[src/rtl/imm_gen_pipe.sv]
// -----------------------------------------------------------------------------
// imm_gen_pipe
//
// Immediate generator for the decode stage. Each instruction word is decoded
// combinationally into an immediate, a format code and an illegal-opcode flag.
// The result is registered behind a two-entry valid/ready elastic buffer: main
// register M drives the outputs and skid register K absorbs one extra record.
// The result is one-cycle latency at full throughput, with in_ready registered.
//
// Parameters
//   XLEN       datapath width of out_imm (32 or 64)
//   TAG_W      width of the sideband tag (normally the PC)
//   SHAMT_MODE 1: OP-IMM shifts produce a zero-extended shamt, fmt SHAMT
//              0: OP-IMM shifts are treated as plain I-type
//   CNT_W      width of the saturating illegal-opcode counter
//
// Ports
//   clk, rst          clock, synchronous active-high reset (wins over flush)
//   flush             synchronous clear of the buffer; a same-cycle accept is dropped
//   in_valid/in_ready upstream handshake (in_ready is a register)
//   in_instr, in_tag  instruction word and its tag
//   out_valid/out_ready downstream handshake
//   out_imm, out_fmt, out_illegal, out_tag  record held in M
//   illegal_cnt       number of accepted illegal records, saturating
// -----------------------------------------------------------------------------
module imm_gen_pipe #(
  parameter int XLEN       = 32,
  parameter int TAG_W      = 32,
  parameter int SHAMT_MODE = 1,
  parameter int CNT_W      = 16
) (
  input  logic             clk,
  input  logic             rst,
  input  logic             flush,
  input  logic             in_valid,
  output logic             in_ready,
  input  logic [31:0]      in_instr,
  input  logic [TAG_W-1:0] in_tag,
  output logic             out_valid,
  input  logic             out_ready,
  output logic [XLEN-1:0]  out_imm,
  output logic [2:0]       out_fmt,
  output logic             out_illegal,
  output logic [TAG_W-1:0] out_tag,
  output logic [CNT_W-1:0] illegal_cnt
);

  localparam logic [2:0] FMT_NONE  = 3'd0;
  localparam logic [2:0] FMT_I     = 3'd1;
  localparam logic [2:0] FMT_S     = 3'd2;
  localparam logic [2:0] FMT_B     = 3'd3;
  localparam logic [2:0] FMT_U     = 3'd4;
  localparam logic [2:0] FMT_J     = 3'd5;
  localparam logic [2:0] FMT_SHAMT = 3'd6;

  typedef struct packed {
    logic [XLEN-1:0]  imm;
    logic [2:0]       fmt;
    logic             illegal;
    logic [TAG_W-1:0] tag;
  } rec_t;

  typedef enum logic [1:0] {
    ST_EMPTY = 2'd0,
    ST_ONE   = 2'd1,
    ST_TWO   = 2'd2
  } state_t;

  // ---------------------------------------------------------------------------
  // Decode
  // ---------------------------------------------------------------------------
  logic [6:0]         opcode;
  logic [2:0]         funct3;
  logic               is_shift;
  logic signed [31:0] dec_imm32;
  logic [2:0]         dec_fmt;
  logic               dec_illegal;
  rec_t               dec_rec;

  assign opcode   = in_instr[6:0];
  assign funct3   = in_instr[14:12];
  assign is_shift = (funct3 == 3'b001) || (funct3 == 3'b101);

  // Every immediate fits in 32 bits; sign extension to XLEN happens once below.
  // Shamt values have bit 31 clear, so the same extension zero-extends them.
  always_comb begin
    dec_imm32   = '0;
    dec_fmt     = FMT_NONE;
    dec_illegal = 1'b0;
    case (opcode)
      7'b0010011: begin
        if ((SHAMT_MODE != 0) && is_shift) begin
          dec_fmt = FMT_SHAMT;
          if (XLEN == 64) dec_imm32 = {26'b0, in_instr[25:20]};
          else            dec_imm32 = {27'b0, in_instr[24:20]};
        end else begin
          dec_fmt   = FMT_I;
          dec_imm32 = {{20{in_instr[31]}}, in_instr[31:20]};
        end
      end
      7'b0000011, 7'b1100111: begin
        dec_fmt   = FMT_I;
        dec_imm32 = {{20{in_instr[31]}}, in_instr[31:20]};
      end
      7'b0011011: begin
        // OP-IMM-32 only exists on RV64; word shifts always take a 5-bit shamt.
        if (XLEN == 64) begin
          if ((SHAMT_MODE != 0) && is_shift) begin
            dec_fmt   = FMT_SHAMT;
            dec_imm32 = {27'b0, in_instr[24:20]};
          end else begin
            dec_fmt   = FMT_I;
            dec_imm32 = {{20{in_instr[31]}}, in_instr[31:20]};
          end
        end else begin
          dec_illegal = 1'b1;
        end
      end
      7'b0100011: begin
        dec_fmt   = FMT_S;
        dec_imm32 = {{20{in_instr[31]}}, in_instr[31:25], in_instr[11:7]};
      end
      7'b1100011: begin
        dec_fmt   = FMT_B;
        dec_imm32 = {{19{in_instr[31]}}, in_instr[31], in_instr[7],
                     in_instr[30:25], in_instr[11:8], 1'b0};
      end
      7'b0110111, 7'b0010111: begin
        dec_fmt   = FMT_U;
        dec_imm32 = {in_instr[31:12], 12'b0};
      end
      7'b1101111: begin
        dec_fmt   = FMT_J;
        dec_imm32 = {{11{in_instr[31]}}, in_instr[31], in_instr[19:12],
                     in_instr[20], in_instr[30:21], 1'b0};
      end
      default: begin
        dec_illegal = 1'b1;
      end
    endcase
  end

  always_comb begin
    dec_rec.imm     = XLEN'(dec_imm32);
    dec_rec.fmt     = dec_fmt;
    dec_rec.illegal = dec_illegal;
    dec_rec.tag     = in_tag;
  end

  // ---------------------------------------------------------------------------
  // Elastic buffer
  // ---------------------------------------------------------------------------
  state_t           state_q, state_d;
  rec_t             m_q, m_d;
  rec_t             k_q, k_d;
  logic             in_ready_q, in_ready_d;
  logic [CNT_W-1:0] cnt_q, cnt_d;
  logic             in_fire;
  logic             out_fire;

  assign in_fire  = in_valid & in_ready_q;
  assign out_fire = (state_q != ST_EMPTY) & out_ready;

  always_comb begin
    state_d = state_q;
    m_d     = m_q;
    k_d     = k_q;
    cnt_d   = cnt_q;
    if (flush) begin
      // Buffer contents are simply abandoned; only the state matters.
      state_d = ST_EMPTY;
    end else begin
      case (state_q)
        ST_EMPTY: begin
          if (in_fire) begin
            m_d     = dec_rec;
            state_d = ST_ONE;
          end
        end
        ST_ONE: begin
          if (in_fire && out_fire) begin
            m_d = dec_rec;
          end else if (in_fire) begin
            k_d     = dec_rec;
            state_d = ST_TWO;
          end else if (out_fire) begin
            state_d = ST_EMPTY;
          end
        end
        ST_TWO: begin
          if (out_fire) begin
            m_d     = k_q;
            state_d = ST_ONE;
          end
        end
        default: begin
          state_d = ST_EMPTY;
        end
      endcase
      if (in_fire && dec_illegal && (cnt_q != {CNT_W{1'b1}})) begin
        cnt_d = cnt_q + CNT_W'(1);
      end
    end
    // Registered ready: accept next cycle unless both entries will be full.
    in_ready_d = (state_d != ST_TWO);
  end

  always_ff @(posedge clk) begin
    if (rst) begin
      state_q    <= ST_EMPTY;
      in_ready_q <= 1'b1;
      m_q        <= '0;
      k_q        <= '0;
      cnt_q      <= '0;
    end else begin
      state_q    <= state_d;
      in_ready_q <= in_ready_d;
      m_q        <= m_d;
      k_q        <= k_d;
      cnt_q      <= cnt_d;
    end
  end

  assign in_ready    = in_ready_q;
  assign out_valid   = (state_q != ST_EMPTY);
  assign out_imm     = m_q.imm;
  assign out_fmt     = m_q.fmt;
  assign out_illegal = m_q.illegal;
  assign out_tag     = m_q.tag;
  assign illegal_cnt = cnt_q;

endmodule

[config.mk]
export PLATFORM = sky130hd
export DESIGN_NAME = imm_gen_pipe
export DESIGN_NICKNAME = d
export VERILOG_FILES = /design/src/rtl/imm_gen_pipe.sv
export SDC_FILE = /design/constraint.sdc
export NUM_CORES = 1
export LEC_CHECK = 0
export CAP_MARGIN = 20
export CORE_MARGIN = 2
export CORE_UTILIZATION = 55
export CTS_BUF_LIST = sky130_fd_sc_hd__clkbuf_4
export CTS_CLUSTER_DIAMETER = 200
export DETAILED_ROUTE_END_ITERATION = 12
export DONT_BUFFER_PORTS = 1
export GPL_TIMING_DRIVEN = 1
export HOLD_SLACK_MARGIN = 0.06
export PLACE_DENSITY_LB_ADDON = 0.3
export SYNTH_ARGS = -nofsm -noshare
export SYNTH_HDL_FRONTEND = slang
export SYNTH_SLANG_ARGS = --single-unit
[constraint.sdc]
create_clock -name clk -period 4.7 [get_ports clk]
set_input_delay 0.47 -clock clk [delete_from_list [all_inputs] [get_ports clk]]
set_output_delay 0.47 -clock clk [all_outputs]
set_load 0.01 [all_outputs]
; Word-level counts from Yosys, hierarchy flattened
; Cells that the tools add are included.
[totals]
regBits = 155
output_inout_bits = 86
[classes]
addsub = 1
n_eq_ne = 17
muxes = 16
bitwise_logic = 4
reduce_logical = 13
[op_table]
columns = cell, count
row1 = $mux W68, 3
row2 = $pmux W68 S3, 1
row3 = $pmux W32 S6, 1
row4 = $mux W32, 1
row5 = $eq A7 B7 Y1 const B, 3
row6 = $pmux W3 S6, 1
row7 = $add A16 B1 Y16 const B, 1
row8 = $ne A16 B16 Y1 const B, 1
row9 = $eq A7 B5 Y1 const B, 2
row10 = $eq A7 B6 Y1 const B, 2
row11 = $mux W2, 6
row12 = $ne A2 B2 Y1 const B, 4
row13 = $reduce_or A8 Y1, 1
row14 = $eq A7 B2 Y1 const B, 1
row15 = $pmux W2 S3, 1
row16 = $reduce_and A5 Y1, 1
row17 = $reduce_and A4 Y1, 1
row18 = $reduce_or A2 Y1, 2
row19 = $eq A3 B1 Y1 const B, 1
row20 = $eq A3 B3 Y1 const B, 1
row21 = $logic_and A1 B1 Y1, 3
row22 = $mux W3, 1
row23 = $reduce_bool A3 Y1, 1
row24 = $and A1 B1 Y1, 2
row25 = 8 further kinds, 9

; Logic depth before layout (Yosys ltp)
; Gate-level depths: netlist (run 1).
[depth]
depth_word = 8
mapped_depth = 8
mapped_depth_nobuf = 6

; Least setup slack after synthesis (run 1)
; Ideal clock, no wire load.
[synth_timing]
path_kind = input to register
start = input in_instr[2]
end = register cnt_q[5] (netlist: illegal_cnt[5])
t_arrival_ps = 1788
t_required_ps = 4577
setup_slack_ps = 2789
path_stages = 7
n_path_buf = 2
cell_sequence = buf_6 -> and4b_1 -> nand2_2 -> nand4_2 -> buf_2 -> nor4_1 -> mux2_1
[synth_between]
elab_chain_len = 6
[synth_rtl]
columns = element, line_no
row1 = from (decl), 37  ; input logic [31:0] in_instr,
row2 = $eq A7 B5 Y1 (tied with other cells), 90  ; case (opcode)
row3 = $reduce_or A8 Y1 (no line) *, n/a
row4 = $mux W1 *, n/a
row5 = $logic_and A1 B1 Y1 * (2 in series), 200  ; if (in_fire && dec_illegal && (cnt_q != {CNT_W{1'b1}})) begin
row6 = $reduce_and A2 Y1 (no line) *, n/a
row7 = to (signal assigned), 220  ; cnt_q <= cnt_d;
row8 = to (decl), 157  ; logic [CNT_W-1:0] cnt_q, cnt_d;
; Every way passes the cells marked *; elsewhere a longest branch is shown, timed or not.
; A chain may end at the register's enable or synchronous reset.

; Worst setup path in the final report (run 1)
[layout_timing]
start = register state_q[0]
end = register k_q[45] in the netlist's numbering
[layout_between]
elab_chain_len = 5
[layout_rtl]
columns = element, line_no
row1 = from (decl), 153  ; state_t state_q, state_d;
row2 = from (signal assigned), 216  ; state_q <= state_d;
row3 = $reduce_bool A2 Y1, 162  ; assign out_fire = (state_q != ST_EMPTY) & out_ready;
row4 = $and A1 B1 Y1, 162
row5 = $logic_and A1 B1 Y1, 181  ; if (in_fire && out_fire) begin
row6 = $not A1 Y1 (no line), n/a
row7 = $reduce_and A4 Y1 (no line) *, n/a
row8 = to (signal assigned), 219  ; k_q <= k_d;
row9 = to (decl), 155  ; rec_t k_q, k_d;
; Marks and branches as above.

==> results of run 1 <==
-- cell usage after synthesis, drive strengths merged, types with 12 or more instances --
master / number
or4: 13
a311oi: 32
nor2: 101
nor3: 56
dfxtp: 155
buf: 20
nand3: 12
a21oi: 80
a211oi: 26
a21boi: 14
o21ai: 31
clkbuf: 51
nand2: 150
-- cells by family after synthesis --
family | count (synthesis)
buf+inv | 76
simple gates | 391
flops | 155
xor+xnor | 1
fa+ha+maj | 1
mux | 4
compound gates | 223
-- what timing repair did --
action                    4_1_cts  5_1_grt
hold buffers                   42        0
gates resized for setup         0        0
hold endpoints to repair      153        0
-- routing by layer --
metal	share of wire, %	up-vias
met3	8.9	39
met4	2.4	0
met1	41	2938
met5	0	-
met2	48	287
li1	-	3041
-- flip-flops by register name, indices dropped and copies added (netlist names) --
| register | flops |
|---|---|
| in_ready | 1 |
| k_q | 68 |
| out_tag | 32 |
| out_fmt | 3 |
| illegal_cnt | 16 |
| state_q | 2 |
| out_imm | 32 |
| out_illegal | 1 |
-- per-stage QoR --
stage	std cells	setup slack (ps)	total power (µW)	hold WS [ps]	utilization (%)
after floorplan	851	2789	1568	431.2	-
after global placement	956	1992	1575	432.3	56.52
after detailed placement	956	1899	1584	436.3	56.52
after CTS	1030	2016	2461	64.86	62.56
after global routing	1030	1828	2552	74.32	62.56
final	1031	1968	2444	106.2	62.58
-- worst max-delay path by stage --
stage / slack, ps / end
finish: 1970 / k_q[45]
global placement: 1990 / k_q[43]
detailed placement: 1900 / k_q[45]
CTS: 2020 / k_q[45]
floorplan: 2790 / illegal_cnt[5]
global route: 1830 / out_tag[9]
-- final cells by class --
cell class | count | area share, %
diodes | 1 | 0.03301
clock buffers | 19 | 1.882
clock inverters | 13 | 1.997
inverters | 5 | 0.2476
multi-input cells | 620 | 45.56
flip-flops and latches | 155 | 40.94
well taps | 168 | 2.773
repair buffers | 50 | 6.570
-- critical path, delay by kind of cell, from the launching register on --
kind / cells / cell delay (ps)
flip-flops: 1 / 410
AND/OR/NAND/NOR: 2 / 1240
buffers and inverters: 1 / 380
AO/OA/AOI/OAI: 2 / 630
-- power by group through the flow --
stage	Sequential, µW	Clock (µW)	Combinational, µW
3_3_place_gp	1430	0	140
3_5_place_dp	1440	0	147
4_1_cts	1410	852	202
6_report	1410	833	204
2_1_floorplan	1430	0	142
5_1_grt	1410	913	226
==> metrics.txt, run 1 <==
status finished clean; Initial Util 56.65%; post-synth top area share 45.22%; top cells by area, synth dfxtp_1, nand2_1, a21oi_1; RePlAce Congestion between 0.8 and 0.9; post-synthesis simple-gate area fraction 26.66%; met1 Usage GRT between 30% and 40%; ys async rst share 0%; antenna-violating nets left 0; Area Overhead vs Synth 10.47%; Fin Setup TNS 0 ps; predominant post-synthesis flop cell dfxtp_1; share of cells above drive strength 1 7.541%; Int Power 1815 µW; Leak 0.002590 µW; num ports 155; CP peak stage delay 1080 ps; initial antenna violation count 0; Arr. time, crit path approximately 3200 ps; final worst-path cycle share approximately three fifths; FILL cells 1070; Worst slew margin 44.64%; Crit Path Class reg2reg; gr busiest metal met2; Slew @ Worst Pin 823.6 ps; vias in the first global route 5914; die area 13390 µm²; mapped cell area 6862 µm²; part of the power in registers 57.6%; worst path required time 5180 ps; syn avg cell area 8.063 µm²; core area approximately 12000 µm²; clock root buffer clkbuf_4; gr usage total 27.27%; fin area 7580 µm²; met3 Usage GRT approximately 8.9%; met2 GRT Util 44.72%; reg-to-reg slack, setup 1970 ps; final net count between 900 and 1000; die height roughly 120 µm; setup violators final 0; P_sw 629.1 µW; Synth cell types 65; CTS clock-pin slew for the worst setup and hold paths roughly 120 ps; Crit Path Max Fanout between 40 and 50; Reg area 3103 µm²; final setup skew 15.39 ps; Sw Share about a quarter; VDD IR-drop max 0.0002011 V; Hold Path Class in2reg; total CTS buffers 17; RSZ-0062 raised after global routing no; reg-to-reg critical path endpoint k_q[45]; Mapped Nets a little over 900; Port-buffer cells 0; mux contribution to synthesized area 0.6929%; DRT Wirelength 18.24 mm; GRT overflow 0; number of flops mapped to enable cells by yosys 0; clock network power share 34.1%; CP cell instances nand2b_1 -> or4_2 -> buf_4 -> a211oi_2 -> a22o_1; slowest CP cell or4_2; P per Cell Area 322.5 nW/µm²; Slew Limit Fails 0; largest family of logic cells by synthesized area simple AND/OR/NAND/NOR gates; routed via count 6305; most frequent cells in the layout dfxtp_1, nand2_1, nor2_1, a21oi_1, nor3_1; hold_sp in_tag[17]; adder-cell share of the synthesized area less than 1%; Sink Count 155; post-DP HPWL 11.56 mm; sequential-to-total area share from yosys stat 45.22%; Worst Hold End out_tag[17]; Syn Inst Count approximately 850; warnings from Yosys 0; Clock Latency Late Sink ~550 ps; Synth Area in Compound Gates 22.37%; Worst Setup Start Kind flip-flop; placed cell area 6845 µm²; CTS Buffer Depth 2; Min Clock Period, post-route 2732 ps; Hold Path Stages 2; initial drt markers 640; FF-to-FF path depth 5; most common cell after layout, fill and taps aside dfxtp_1; Crit. Startpoint state_q[0]; multi-input combinational cell area 3453 µm²; Post-Synth XOR/XNOR Area 0.1276%; max cap viols 0; Worst Setup End Kind flip-flop; Post-CTS Setup Inserts 0; number of H-tree levels 4; reg2reg start state_q[0]; global-route wire length before repair 28.92 mm; vias per cell 6.115; Seq cells post-synth 155; largest net degree at the start of global routing 147; Pre-antenna DRT Iters 6; Final Hold Viols 0; Chip Width 115.7 µm; area leader, netlist dfxtp_1; highest achievable clock rate 366.1 MHz; Gate power share 8.4%; row count 40; Avg WL per Cell 17.70 µm; CTS tree yes; DRC violations left 0
No activity file was read; power rests on OpenSTA's default activity.
==> run 2: changes to the inputs <==
==> constraint.sdc (replaced) <==
create_clock -name clk -period 2.2 [get_ports clk]
set_input_delay 0.22 -clock clk [delete_from_list [all_inputs] [get_ports clk]]
set_output_delay 0.22 -clock clk [all_outputs]
set_load 0.01 [all_outputs]
==> run 2 against run 1 <==
Against the previous run: the run now ends with negative hold slack left; flip-flop and latch count did not move; via count is 0.44% higher; non-clock buffer count rose by 10; die area stayed put; combinational power grew 95%; register-to-register slack got worse by 1900 ps; sequential power up 110%; critical endpoint is now out_tag[5]; highest routed layer unchanged.
==> metrics.txt, run 2 (synthesized netlist as in run 1, its figures left out) <==
status finished with violations; violated checks negative hold slack; DRT Wirelength 18.40 mm; Crit Path Class reg2reg; Worst slew margin 62.77%; final setup skew about 13 ps; placed cell area 6988 µm²; most common cell after layout, fill and taps aside dfxtp_1; Clock Latency Late Sink 550 ps; total CTS buffers 17; worst path required time between 2000 and 3000 ps; CTS clock-pin slew for the worst setup and hold paths 130 ps; Slew Limit Fails 0; Initial Util 56.65%; vias per cell about 6; Fin Setup TNS 0 ps; Leak 0.002720 µW; Arr. time, crit path 2620 ps; Avg WL per Cell 17.71 µm; Biggest register k_q; die height 115.7 µm; most frequent cells in the layout dfxtp_1, nand2_1, nor2_1, a21oi_1, nor3_1; total power 5403 µW; gr usage total about a quarter; Crit Path Max Fanout 12; routed via count 6333; initial antenna violation count 0; Worst Setup Start Kind flip-flop; initial drt markers 708; share of cells above drive strength 1 11.37%; CTS tree yes; CTS Buffer Depth 2; VDD IR-drop max 0.0002784 V; Port-buffer cells 0; final core occ 63.80%; antenna-violating nets left 0; core area roughly 12000 µm²; global-route wire length before repair 28.31 mm; final worst-path cycle share 96.36%; DRC violations left 0; highest achievable clock rate 471.7 MHz; Sink Count 155; GRT overflow 0; final net count 929; num ports 155; max cap viols 0; RePlAce Congestion 0.8489; Hold Path Class in2reg; P per Cell Area approximately 700 nW/µm²; row count 40; largest net degree at the start of global routing 153; ant diodes 0; Chip Width ~120 µm; Slew @ Worst Pin 555.9 ps; number of H-tree levels 4; Area Overhead vs Synth 12.62%; Worst Setup End Kind flip-flop; Hold Slack -264.7 ps; clock root buffer clkbuf_4; Pre-antenna DRT Iters 5; Final Hold Viols between 100 and 150; post-DP HPWL 11.68 mm; Min Clock Period, post-route 2120 ps; max FFs per register 68; die area 13390 µm²; vias in the first global route approximately 5700; setup violators final 0; fin area roughly 7700 µm²
==> run 2: critical path, cell delays in order, from the launching register on <==
cell	delay, ps
dfxtp_4	390
and3b_2	260
nand2_1	100
a21oi_4	230
buf_12	170
buf_12	110
nor2_1	30
a311oi_1	220
dlygate4sd3_1	570
==> run 2: final timing paths <==
check                                start           to  slack, ps  depth (start not counted)
worst max register to register  state_q[1]   out_tag[5]         80                          8
worst min-delay path                   rst  out_imm[24]       -260                          1
worst min register to register      k_q[2]       k_q[2]        460                          2
worst max-delay path            state_q[1]   out_tag[5]         80                          8
==> run 2: power breakdown <==
part	switching [µW]	internal, µW
clock network	991	1010
registers	103	2900
logic	216	181
==> run 2: metal layers <==
| layer | GRT usage, % | up-vias | share of wire [%] | wire [µm] |
|---|---|---|---|---|
| met5 | 0 | - | 0 | 0 |
| met1 | 32.95 | 2957 | 40 | 7317 |
| met3 | 8.996 | 30 | 11 | 1946 |
| li1 | - | 3049 | - | - |
| met2 | 42.96 | 297 | 48 | 8780 |
| met4 | 9.762 | 0 | 1.9 | 352 |
==> run 2: through the flow <==
| stage | setup WS (ps) | std cells |
|---|---|---|
| floorplan | 364.0 | 851 |
| global placement | 277.4 | 970 |
| detailed placement | 197.5 | 970 |
| CTS | 13.96 | 1019 |
| global route | -70.44 | 1039 |
| finish | 80.19 | 1039 |
==> run 2: timing repair <==
item,CTS,global route
hold buffers,18,4
setup endpoints to repair,0,5
gates resized for setup,0,9
buffers inserted,0,13
hold endpoints to repair,155,146
==> run 2: final cells by class <==
cell class | instances | area [µm²]
Sequential cell | 155 | 3108
Clock inverter | 13 | 200.2
Timing Repair Buffer | 60 | 585.6
Inverter | 5 | 18.77
Fill cell | 1085 | 4384
Tap cell | 168 | 210.2
Clock buffer | 18 | 135.1
Multi-Input combinational cell | 620 | 3470
